## src/rtl/axis_deadlock_monitor.sv

```systemverilog
// axis_deadlock_monitor
// Watches a set of AXI-Stream channels and declares a deadlock once at least
// one monitored, non-idle channel has been blocked for THRESHOLD consecutive
// cycles. The declaration is sticky until cleared and carries a snapshot of
// the blocked channels plus a saturating count of cycles spent deadlocked.

module axis_deadlock_monitor #(
  parameter int NUM_CH    = 4,
  parameter int THRESHOLD = 8,
  parameter int CNT_W     = 16
) (
  input  logic              clock,
  input  logic              reset,
  input  logic [NUM_CH-1:0] axis_block_sigs,
  input  logic [NUM_CH-1:0] inst_idle_sigs,
  input  logic [NUM_CH-1:0] ch_mask,
  input  logic              clear,
  output logic              block,
  output logic [NUM_CH-1:0] axis_block_info,
  output logic [4:0]        first_ch,
  output logic [CNT_W-1:0]  stall_cycles
);

  // Run counter must be able to hold the value THRESHOLD itself.
  localparam int RUN_W = $clog2(THRESHOLD + 1);
  localparam logic [RUN_W-1:0] RUN_LIMIT = RUN_W'(THRESHOLD);

  typedef enum logic [1:0] {
    IDLE     = 2'd0,
    SUSPECT  = 2'd1,
    DEADLOCK = 2'd2
  } state_t;

  state_t           state;
  logic [RUN_W-1:0] run_cnt;
  logic [RUN_W-1:0] run_inc;
  logic [NUM_CH-1:0] blk_vec;
  logic              any_blk;
  logic [4:0]        blk_first;

  // Lowest set bit of a channel vector; zero when the vector is empty.
  function automatic logic [4:0] lowest_idx(input logic [NUM_CH-1:0] v);
    logic [4:0] idx;
    idx = '0;
    for (int i = NUM_CH - 1; i >= 0; i--) begin
      if (v[i]) idx = 5'(i);
    end
    return idx;
  endfunction

  // Qualify raw block flags: only monitored, non-idle channels count.
  always_comb begin
    blk_vec   = axis_block_sigs & ch_mask & ~inst_idle_sigs;
    any_blk   = |blk_vec;
    blk_first = lowest_idx(blk_vec);
    run_inc   = run_cnt + RUN_W'(1);
  end

  // Detection FSM; every output is a flop written alongside the state.
  always_ff @(posedge clock) begin
    if (reset) begin
      state           <= IDLE;
      run_cnt         <= '0;
      block           <= 1'b0;
      axis_block_info <= '0;
      first_ch        <= '0;
      stall_cycles    <= '0;
    end else if (clear) begin
      state           <= IDLE;
      run_cnt         <= '0;
      block           <= 1'b0;
      axis_block_info <= '0;
      first_ch        <= '0;
      stall_cycles    <= '0;
    end else begin
      case (state)
        IDLE: begin
          if (any_blk) begin
            run_cnt <= RUN_W'(1);
            if (THRESHOLD == 1) begin
              state           <= DEADLOCK;
              block           <= 1'b1;
              axis_block_info <= blk_vec;
              first_ch        <= blk_first;
              stall_cycles    <= '0;
            end else begin
              state <= SUSPECT;
            end
          end else begin
            run_cnt <= '0;
          end
        end

        SUSPECT: begin
          if (!any_blk) begin
            state   <= IDLE;
            run_cnt <= '0;
          end else begin
            run_cnt <= run_inc;
            if (run_inc == RUN_LIMIT) begin
              state           <= DEADLOCK;
              block           <= 1'b1;
              axis_block_info <= blk_vec;
              first_ch        <= blk_first;
              stall_cycles    <= '0;
            end
          end
        end

        DEADLOCK: begin
          block <= 1'b1;
          if (stall_cycles != {CNT_W{1'b1}}) begin
            stall_cycles <= stall_cycles + CNT_W'(1);
          end
        end

        default: begin
          state           <= IDLE;
          run_cnt         <= '0;
          block           <= 1'b0;
          axis_block_info <= '0;
          first_ch        <= '0;
          stall_cycles    <= '0;
        end
      endcase
    end
  end

endmodule

```

## config.mk

```make
export PLATFORM = sky130hd
export DESIGN_NAME = axis_deadlock_monitor
export DESIGN_NICKNAME = d
export VERILOG_FILES = /design/src/rtl/axis_deadlock_monitor.sv
export SDC_FILE = /design/constraint.sdc
export NUM_CORES = 1
export LEC_CHECK = 0
export CAP_MARGIN = 40
export CORE_MARGIN = 5
export CORE_UTILIZATION = 54
export CTS_BUF_LIST = sky130_fd_sc_hd__clkbuf_8
export DETAILED_ROUTE_END_ITERATION = 12
export PLACE_DENSITY = 0.91
export SYNTH_ARGS = -nofsm -noshare
export SYNTH_HDL_FRONTEND = slang
export SYNTH_SLANG_ARGS = --single-unit
```

## constraint.sdc

```tcl
create_clock -name clock -period 4.99 [get_ports clock]
set_input_delay 0.499 -clock clock [delete_from_list [all_inputs] [get_ports clock]]
set_output_delay 0.499 -clock clock [all_outputs]
set_load 0.005 [all_outputs]
```

After elaboration in Yosys (flattened, before gate mapping)
Cells that the tools add are included.

Reductions and logical operators: 8. Muxes and demuxes: 24. Eq/ne operators: 9. $add $sub $neg: 2. Bitwise logic cells: 6.

Operators by type and width (count): 16-bit two-way mux (3); 16-bit one-hot mux with 3 select lines (1); 5-bit two-way mux (5); 16-bit by 1-bit adder with 16-bit output, second input constant (1); 16-bit inequality test, second input constant (1); 4-bit two-way mux (3); 4-bit one-hot mux with 3 select lines (1); 5-bit one-hot mux with 2 select lines (1); 3-bit AND reduction (3); 4-bit bitwise AND (2); 2-bit two-way mux (4); 2-bit inequality test, second input constant (4); 4-bit one-hot mux with 2 select lines (1); 2-bit one-hot mux with 3 select lines (1); 4-bit by 1-bit adder with 4-bit output, second input constant (1); 4-bit == test, second input constant (1); 4-bit NOT (1); 4-bit AND reduction (1); 2-bit OR reduction (2); 4-bit OR reduction (1); 1-bit two-way mux (3); 3-bit inequality test, second input constant (1); 1-bit NOT (3); 1-bit one-hot mux with 3 select lines (1); 3 further kinds (3).

Output and inout bits: 26. Logic and storage cells: 55. Bits in registers: 32.

Depth between registers and ports, before layout
Gate-level depths: netlist of the first run.

Depth in word-level cells: 9. Depth in mapped cells: 8. Depth with buffers taken out: 7.

Least setup slack after synthesis of the first run
Ideal clock, no wire load.

Path type: input to register. From: input inst_idle_sigs[2]. To: register stall_cycles[13]. Slack: 2.867 ns. Stages: 6. Data required time: 4.916 ns. Setup time: 0.074 ns. Data arrival time: 2.048 ns. Cell sequence: and3b_2 > nor4_2 > o32a_1 > a31o_2 > or4b_1 > a31oi_1.

Word-level cells in the longest chain between the ends: 5.

RTL lines: start, declared (RTL line 15) `input logic [NUM_CH-1:0] inst_idle_sigs,`; 4-bit NOT (RTL line 53) `blk_vec = axis_block_sigs & ch_mask & ~inst_idle_sigs;`; 4-bit bitwise AND (RTL line 53); 4-bit OR reduction (RTL line 54) `any_blk = |blk_vec;`; 2-bit inequality test (no line); 4-bit AND reduction (no line); end signal, assigned (RTL line 113) `stall_cycles <= stall_cycles + CNT_W'(1);`; end, declared (RTL line 21) `output logic [CNT_W-1:0] stall_cycles`.

Every way passes these cells. A chain may end at the register's enable or synchronous reset.

Worst setup path in the final report of the first run
From: input inst_idle_sigs[3]. To: register stall_cycles[3].

Same word-level chain as after synthesis.

==> qor.csv, run 1 <==
stage;metric;value;unit
yosys;number of flops mapped to enable cells by yosys;0;
routing;detailed-route DRC error count;0;
placement;HPWL after detailed placement;2867;um
sta;fmax;337.1;MHz
cts;total CTS buffers;5;
yosys;Synth Warn #;0;
yosys;syn avg cell area;7.672;um2
setup_path;RR Endpoint;stall_cycles[3];
power_and_ir_drop;PD cells;226.4;nW/um2
setup_path;R2R setup slack;2350;ps
cts;cell at the root of the clock tree;clkbuf_8;
cts;CTS tree;done;
sta;final setup violation count;0;
global_routing;global route overflow;0;
setup_path;cells on worst reg2reg path;7;
cts;# hold bufs at CTS;0;
sta;Max-slew headroom;0.4878;
yosys;post-synthesis cell count;212;
hold_path;Hold Path Sink;block;
yosys;Mapped Area;1627;um2
yosys;post-synthesis register bit count;29;
cts;H-tree level count;2;
cts;cts repair resizes;0;
sta;Final Cycle Share;0.5946;
setup_path;WS Path Type;input pin to flip-flop;
yosys;Post-synth ARST share;0;
global_routing;pin count of the biggest net entering global routing;26;
floorplan;Die W;64.89;um
routing;ANT nets after route;0;
placement;port bufs;37;
global_routing;GRT Total Usage;0.2005;
routing;drt via density;6.011;
setup_path;crit-path max FO;20;
setup_path;worst path required time;5140;ps
power_and_ir_drop;leakage;0.6808;nW
hold_path;HP Start;block;
sta;RSZ-0062 raised after global routing;false;
global_routing;number of global-route vias before repair;1469;
hold_path;worst hold path class;flip-flop to flip-flop;
sta;clock skew;6.872;ps
sta;final hold vios;0;
setup_path;Setup crit end kind;flip-flop;
setup_path;Worst path max stage delay;760;ps
setup_path;worst flop-to-flop path startpoint;state[0];
yosys;register area share after synthesis;0.3569;
global_routing;initial antenna violation count;0;
routing;WL/cell;14.33;um
setup_path;crit path DAT;3120;ps
floorplan;IO Pins;41;
setup_path;CP startpoint kind;input pin;
placement;Final GP Congestion;0.8471;
setup_path;crit-path cells;clkdlybuf4s50_1, and3b_2, nor4_2, o32a_1, a31o_2, or4b_1, a31oi_1;
floorplan;Std-Cell Rows;20;
hold_path;Hold Path Cell Cnt;2;
yosys;Synth Flop Type;dfxtp_1;
setup_path;crit path max-delay cell type;o32a_1;
cells_and_area;share of layout cells above drive strength 1;0.06148;
cells_and_area;n_diodes;0;
cells_and_area;Layout Cells excl Fill;277;
cells_and_area;P&R area growth vs syn;27.15;%
sta;slew at the pin with the worst max-slew slack;767.2;ps
cts;clock-pin slew on the worst setup and hold paths;60;ps
global_routing;global-route wire length before repair;6596;um
floorplan;Initial Utilization;0.5462;
sta;Setup TNS;0;ps
routing;drt total wl;3969;um
flow_run;max_cap viols;0;
cts;Sink Count;29;
routing;initial drt markers;103;
cts;Max clock buf depth;2;
routing;Pre-Repair DR Iteration Count;4;
placement;Placed Cells;270;
cells_and_area;Net count, final;264;
floorplan;Die Y;64.89;um
power_and_ir_drop;worst vdd ir;162.1;uV
routing;via count;1665;
outcome;status;completed;
sta;fin crit period;2967;ps
yosys;Yosys cell types;44;
floorplan;core area;2978;um2
sta;Hold Slack;470.7;ps
floorplan;die area;4210;um2
sta;Slew Limit Fails;0;
cts;worst skew pair latency;290;ps
cts;Post-CTS Setup Inserts;0;
==> metal layers <==
| layer | part of all wire | global-route usage | vias to the layer above | wire (um) |
|---|---|---|---|---|
| met1 | 0.44 | 0.2410 | 779 | 1734 |
| met5 | 0 | 0 | - | 0 |
| li1 | - | - | 837 | - |
| met3 | 0.044 | 0.05893 | 8 | 176 |
| met2 | 0.50 | 0.3231 | 41 | 1966 |
| met4 | 0.023 | 0.1003 | 0 | 92 |
==> synth_stat cells (3+ instances only) <==
master | instances | area share
nor3_1 | 9 | 0.028
nor4_1 | 4 | 0.015
dfxtp_1 | 29 | 0.36
nor2_1 | 13 | 0.030
clkbuf_1 | 8 | 0.018
nand3_1 | 17 | 0.052
or4b_1 | 3 | 0.018
and4_1 | 3 | 0.016
buf_2 | 3 | 0.0092
o21ai_1 | 14 | 0.043
ha_1 | 5 | 0.038
a31oi_1 | 4 | 0.015
nor2b_1 | 3 | 0.012
o21ai_0 | 3 | 0.0092
nand3b_1 | 7 | 0.032
a21oi_1 | 29 | 0.089
buf_4 | 3 | 0.014
inv_1 | 6 | 0.014
and3b_2 | 3 | 0.018
nand2_1 | 17 | 0.039
==> layout make-up <==
class / instances / area [um2]
fill: 233 / 909.6
inverter: 7 / 26.28
sequential: 29 / 580.6
tap: 33 / 41.29
timing repair buffer: 38 / 377.9
clock inverter: 1 / 3.754
clock buffer: 6 / 82.58
multi-input combinational: 163 / 955.9
==> report_power, final <==
part | switching [W] | leakage (nW) | total [W] | internal (W)
combinational | 0.0000219 | 0.399 | 0.0000406 | 0.0000187
sequential | 0.000000928 | 0.234 | 0.000233 | 0.000233
clock | 0.0000872 | 0.0485 | 0.000194 | 0.000107
==> stage by stage <==
stage	setup slack, ps	power, W	area (um2)	utilization
after floorplan	2867	0.0002649	1634	-
after global placement	1864	0.0002775	1982	0.6655
after detailed placement	1771	0.0002787	1982	0.6655
after CTS	2055	0.0004682	2068	0.6945
after global routing	1866	0.0004858	2068	0.6945
final	2023	0.0004683	2068	0.6945
==> how the worst max path moves through the flow <==
stage                      startpoint               end  cells after the start
finish              inst_idle_sigs[3]   stall_cycles[3]                      7
global route        inst_idle_sigs[3]   stall_cycles[3]                      7
CTS                 inst_idle_sigs[3]   stall_cycles[3]                      7
detailed placement  inst_idle_sigs[3]  stall_cycles[13]                      7
global placement    inst_idle_sigs[3]   stall_cycles[3]                      7
floorplan           inst_idle_sigs[2]  stall_cycles[13]                      6
==> layout by cell type (no fill, tap or decap), types with 2 or more instances in the layout <==
cell type and instances:
ha_1 5, nand3_1 17, and3b_2 3, a21oi_1 29, dfxtp_1 29, a31oi_1 4, o21ai_0 3, and4_1 3
nor4_1 4, clkbuf_8 6, nand2_1 17, and2_1 2, o21ai_1 14, conb_1 3, or4b_1 3, and3_1 2
or4_1 2, nor2_1 13, inv_1 7, nand3b_1 7, a211oi_1 2, nor3_1 9, clkdlybuf4s50_1 37, nand4_1 2
nor2b_1 3
==> flip-flops by register name, indices dropped and copies added, names as in the netlist <==
signal and cells:
stall_cycles 16, axis_block_info 4, block 1, state 2
first_ch 2, run_cnt 4
==> logic make-up after synthesis <==
kind of cell	after synthesis	share of synthesized area
AND/OR/NAND/NOR	94	0.3292
AO/OA/AOI/OAI	59	0.2015
flip-flops	29	0.3569
buffers and inverters	22	0.05999
adder cells (fa/ha/maj)	5	0.03846
other	1	0.002305
XOR/XNOR	1	0.005386
multiplexers	1	0.006154
==> worst max-delay path: cells and delay by family <==
family	cells	cell delay (ps)
and+or+nand+nor	3	940
AOI/OAI and AO/OA	3	1250
buffers and inverters	1	440
Power figures use the tool's default switching activity.
==> run 2: changes to the inputs <==
--- a/config.mk
+++ b/config.mk
@@ -7,10 +7,10 @@
 export LEC_CHECK = 0
 export CAP_MARGIN = 40
 export CORE_MARGIN = 5
-export CORE_UTILIZATION = 54
+export CORE_UTILIZATION = 46
 export CTS_BUF_LIST = sky130_fd_sc_hd__clkbuf_8
 export DETAILED_ROUTE_END_ITERATION = 12
-export PLACE_DENSITY = 0.91
+export PLACE_DENSITY = 0.83
 export SYNTH_ARGS = -nofsm -noshare
 export SYNTH_HDL_FRONTEND = slang
 export SYNTH_SLANG_ARGS = --single-unit
==> constraint.sdc (replaced) <==
create_clock -name clock -period 2.7 [get_ports clock]
set_input_delay 0.27 -clock clock [delete_from_list [all_inputs] [get_ports clock]]
set_output_delay 0.27 -clock clock [all_outputs]
set_load 0.005 [all_outputs]
==> run 2 against run 1 <==
Die area rose by 15%. Largest power group is now clock. Flip-flop and latch count did not move. Critical path depth did not move. First-iteration DRC count rose by 46%. Final cell count rose by 6.9%. Core utilization fell by 6.0 points. Combinational power rose by 100%. Register-to-register slack got worse by 2000 ps. Critical path type is now flip-flop to flip-flop. Wire length rose by 1.4%. Worst setup slack got worse by 1700 ps. Highest routed layer unchanged. Hold slack improved by 5.3 ps.
==> qor.csv, run 2 (synthesis gave the netlist of run 1 again) <==
stage;metric;value;unit
setup_path;Worst path max stage delay;520;ps
sta;final hold vios;0;
global_routing;global-route wire length before repair;6796;um
setup_path;Worst Path Buf+Inv;1;
cts;Max clock buf depth;2;
cells_and_area;share of layout cells above drive strength 1;0.08400;
hold_path;Hold Path Sink;block;
hold_path;worst hold path class;flip-flop to flip-flop;
sta;Slew Limit Fails;0;
power_and_ir_drop;sequential power share;0.443;
floorplan;core area;3390;um2
routing;ANT nets after route;0;
setup_path;crit-path max FO;15;
setup_path;WS Path Type;flip-flop to flip-flop;
setup_path;crit path max-delay cell type;or4b_1;
floorplan;Initial Utilization;0.4799;
sta;fin crit period;2378;ps
global_routing;pin count of the biggest net entering global routing;30;
placement;port bufs;37;
hold_path;Hold Path Cell Cnt;2;
cts;Post-CTS Setup Inserts;0;
floorplan;IO Pins;41;
sta;slew at the pin with the worst max-slew slack;506.8;ps
cts;CTS tree;done;
global_routing;GRT Total Usage;0.1661;
cells_and_area;max FFs per register;16;
floorplan;die area;4825;um2
power_and_ir_drop;combinational share of power;0.084;
global_routing;initial antenna violation count;0;
routing;via count;1670;
outcome;status;completed;
power_and_ir_drop;Net Sw Frac;0.2123;
sta;final setup violation count;0;
cts;Sink Count;29;
cts;worst skew pair latency;280;ps
sta;Setup TNS;0;ps
setup_path;R2R setup slack;320;ps
hold_path;HP Start;block;
cts;# hold bufs at CTS;0;
routing;drt via density;5.642;
sta;Hold Slack;475.9;ps
placement;HPWL after detailed placement;2904;um
setup_path;worst flop-to-flop path startpoint;state[0];
setup_path;worst path required time;2910;ps
setup_path;WP depth;7;
power_and_ir_drop;PD cells;452.3;nW/um2
sta;fmax;420.5;MHz
power_and_ir_drop;Psw;0.0002067;W
routing;initial drt markers;150;
cts;cell at the root of the clock tree;clkbuf_8;
floorplan;Std-Cell Rows;21;
flow_run;max_cap viols;0;
setup_path;crit path DAT;2580;ps
global_routing;global route overflow;0;
power_and_ir_drop;internal power;0.0007667;W
routing;drt total wl;4024;um
power_and_ir_drop;worst vdd ir;368.3;uV
setup_path;RR Endpoint;stall_cycles[13];
placement;Final GP Congestion;0.8051;
sta;RSZ-0062 raised after global routing;false;
cts;total CTS buffers;5;
setup_path;CP startpoint kind;flip-flop;
routing;WL/cell;13.59;um
cells_and_area;most frequent cells in the layout;37 x clkdlybuf4s50_1, 29 x a21oi_1, 29 x dfxtp_1;
cts;H-tree level count;2;
sta;clock skew;11.52;ps
routing;Pre-Repair DR Iteration Count;4;
sta;Final Cycle Share;0.8808;
setup_path;crit-path cells;inv_1, ha_1, nand3b_1, o32a_1, a31o_2, or4b_1, a31oi_1;
cells_and_area;register bank with the most flops;stall_cycles;
routing;detailed-route DRC error count;0;
global_routing;number of global-route vias before repair;1537;
sta;Max-slew headroom;0.6605;
cells_and_area;P&R area growth vs syn;32.31;%
setup_path;cells on worst reg2reg path;7;
setup_path;Setup crit end kind;flip-flop;
floorplan;Die Y;69.47;um
cells_and_area;commonest non-fill, non-tap cell in the layout;clkdlybuf4s50_1;
cts;cts repair resizes;0;
setup_path;delay-heaviest family, CP;compound AO/OA/AOI/OAI gates;
floorplan;Die W;69.47;um
cells_and_area;n_diodes;0;
power_and_ir_drop;Clock power frac;0.473;
cells_and_area;Top Registers;stall_cycles (16), axis_block_info (4), run_cnt (4);
cells_and_area;Net count, final;269;
cts;clock-pin slew on the worst setup and hold paths;70;ps
power_and_ir_drop;leakage;0.7175;nW
[run 2: worst max-delay path by stage]
stage / from / to / slack, ps
2_1_floorplan: stall_cycles[0] / stall_cycles[13] / 640
3_3_place_gp: axis_block_sigs[0] / stall_cycles[3] / 210
3_5_place_dp: inst_idle_sigs[1] / stall_cycles[3] / 130
4_1_cts: state[0] / stall_cycles[3] / 340
5_1_grt: state[0] / stall_cycles[13] / 170
6_report: state[0] / stall_cycles[13] / 320
[run 2: area by class of cell]
cell class,instances,area [um2]
Inverter,7,26.28
Timing Repair Buffer,43,415.4
Tap cell,46,57.56
Multi-Input combinational cell,163,955.9
Clock buffer,6,82.58
Clock inverter,2,33.78
Sequential cell,29,580.6
Fill cell,284,1237
[run 2: worst reg2reg max path: stages, from the launching register on]
cell and delay (ps):
dfxtp_1 380, inv_1 90, ha_1 250, nand3b_1 180
o32a_1 370, a31o_2 350, or4b_1 520, a31oi_1 160
[run 2: power groups by stage]
stage	Combinational, W	Clock [W]	Sequential, W
final	0.0000817	0.000460	0.000432
after global routing	0.0000891	0.000482	0.000432
after CTS	0.0000813	0.000461	0.000432
after detailed placement	0.0000808	0	0.000441
after global placement	0.0000789	0	0.000441
after floorplan	0.0000490	0	0.000441
[run 2: routing by layer]
| metal | routed length (um) | vias up | part of all wire | track usage |
|---|---|---|---|---|
| li1 | - | 842 | - | - |
| met1 | 1917 | 767 | 0.48 | 0.2118 |
| met2 | 1859 | 54 | 0.46 | 0.2765 |
| met3 | 195 | 7 | 0.048 | 0.04058 |
| met4 | 53 | 0 | 0.013 | 0.04772 |
| met5 | 0 | - | 0 | 0 |
[run 2: per-stage QoR]
step / instance area, um2 / setup slack [ps] / power [W] / util / cells
3_3_place_gp: 2036 / 211.8 / 0.0005200 / 0.6006 / 288
3_5_place_dp: 2036 / 129.9 / 0.0005219 / 0.6006 / 288
2_1_floorplan: 1634 / 636.2 / 0.0004895 / - / 214
5_1_grt: 2152 / 170.5 / 0.001003 / 0.6349 / 296
4_1_cts: 2152 / 335.9 / 0.0009743 / 0.6349 / 296
6_report: 2152 / 321.9 / 0.0009734 / 0.6349 / 296
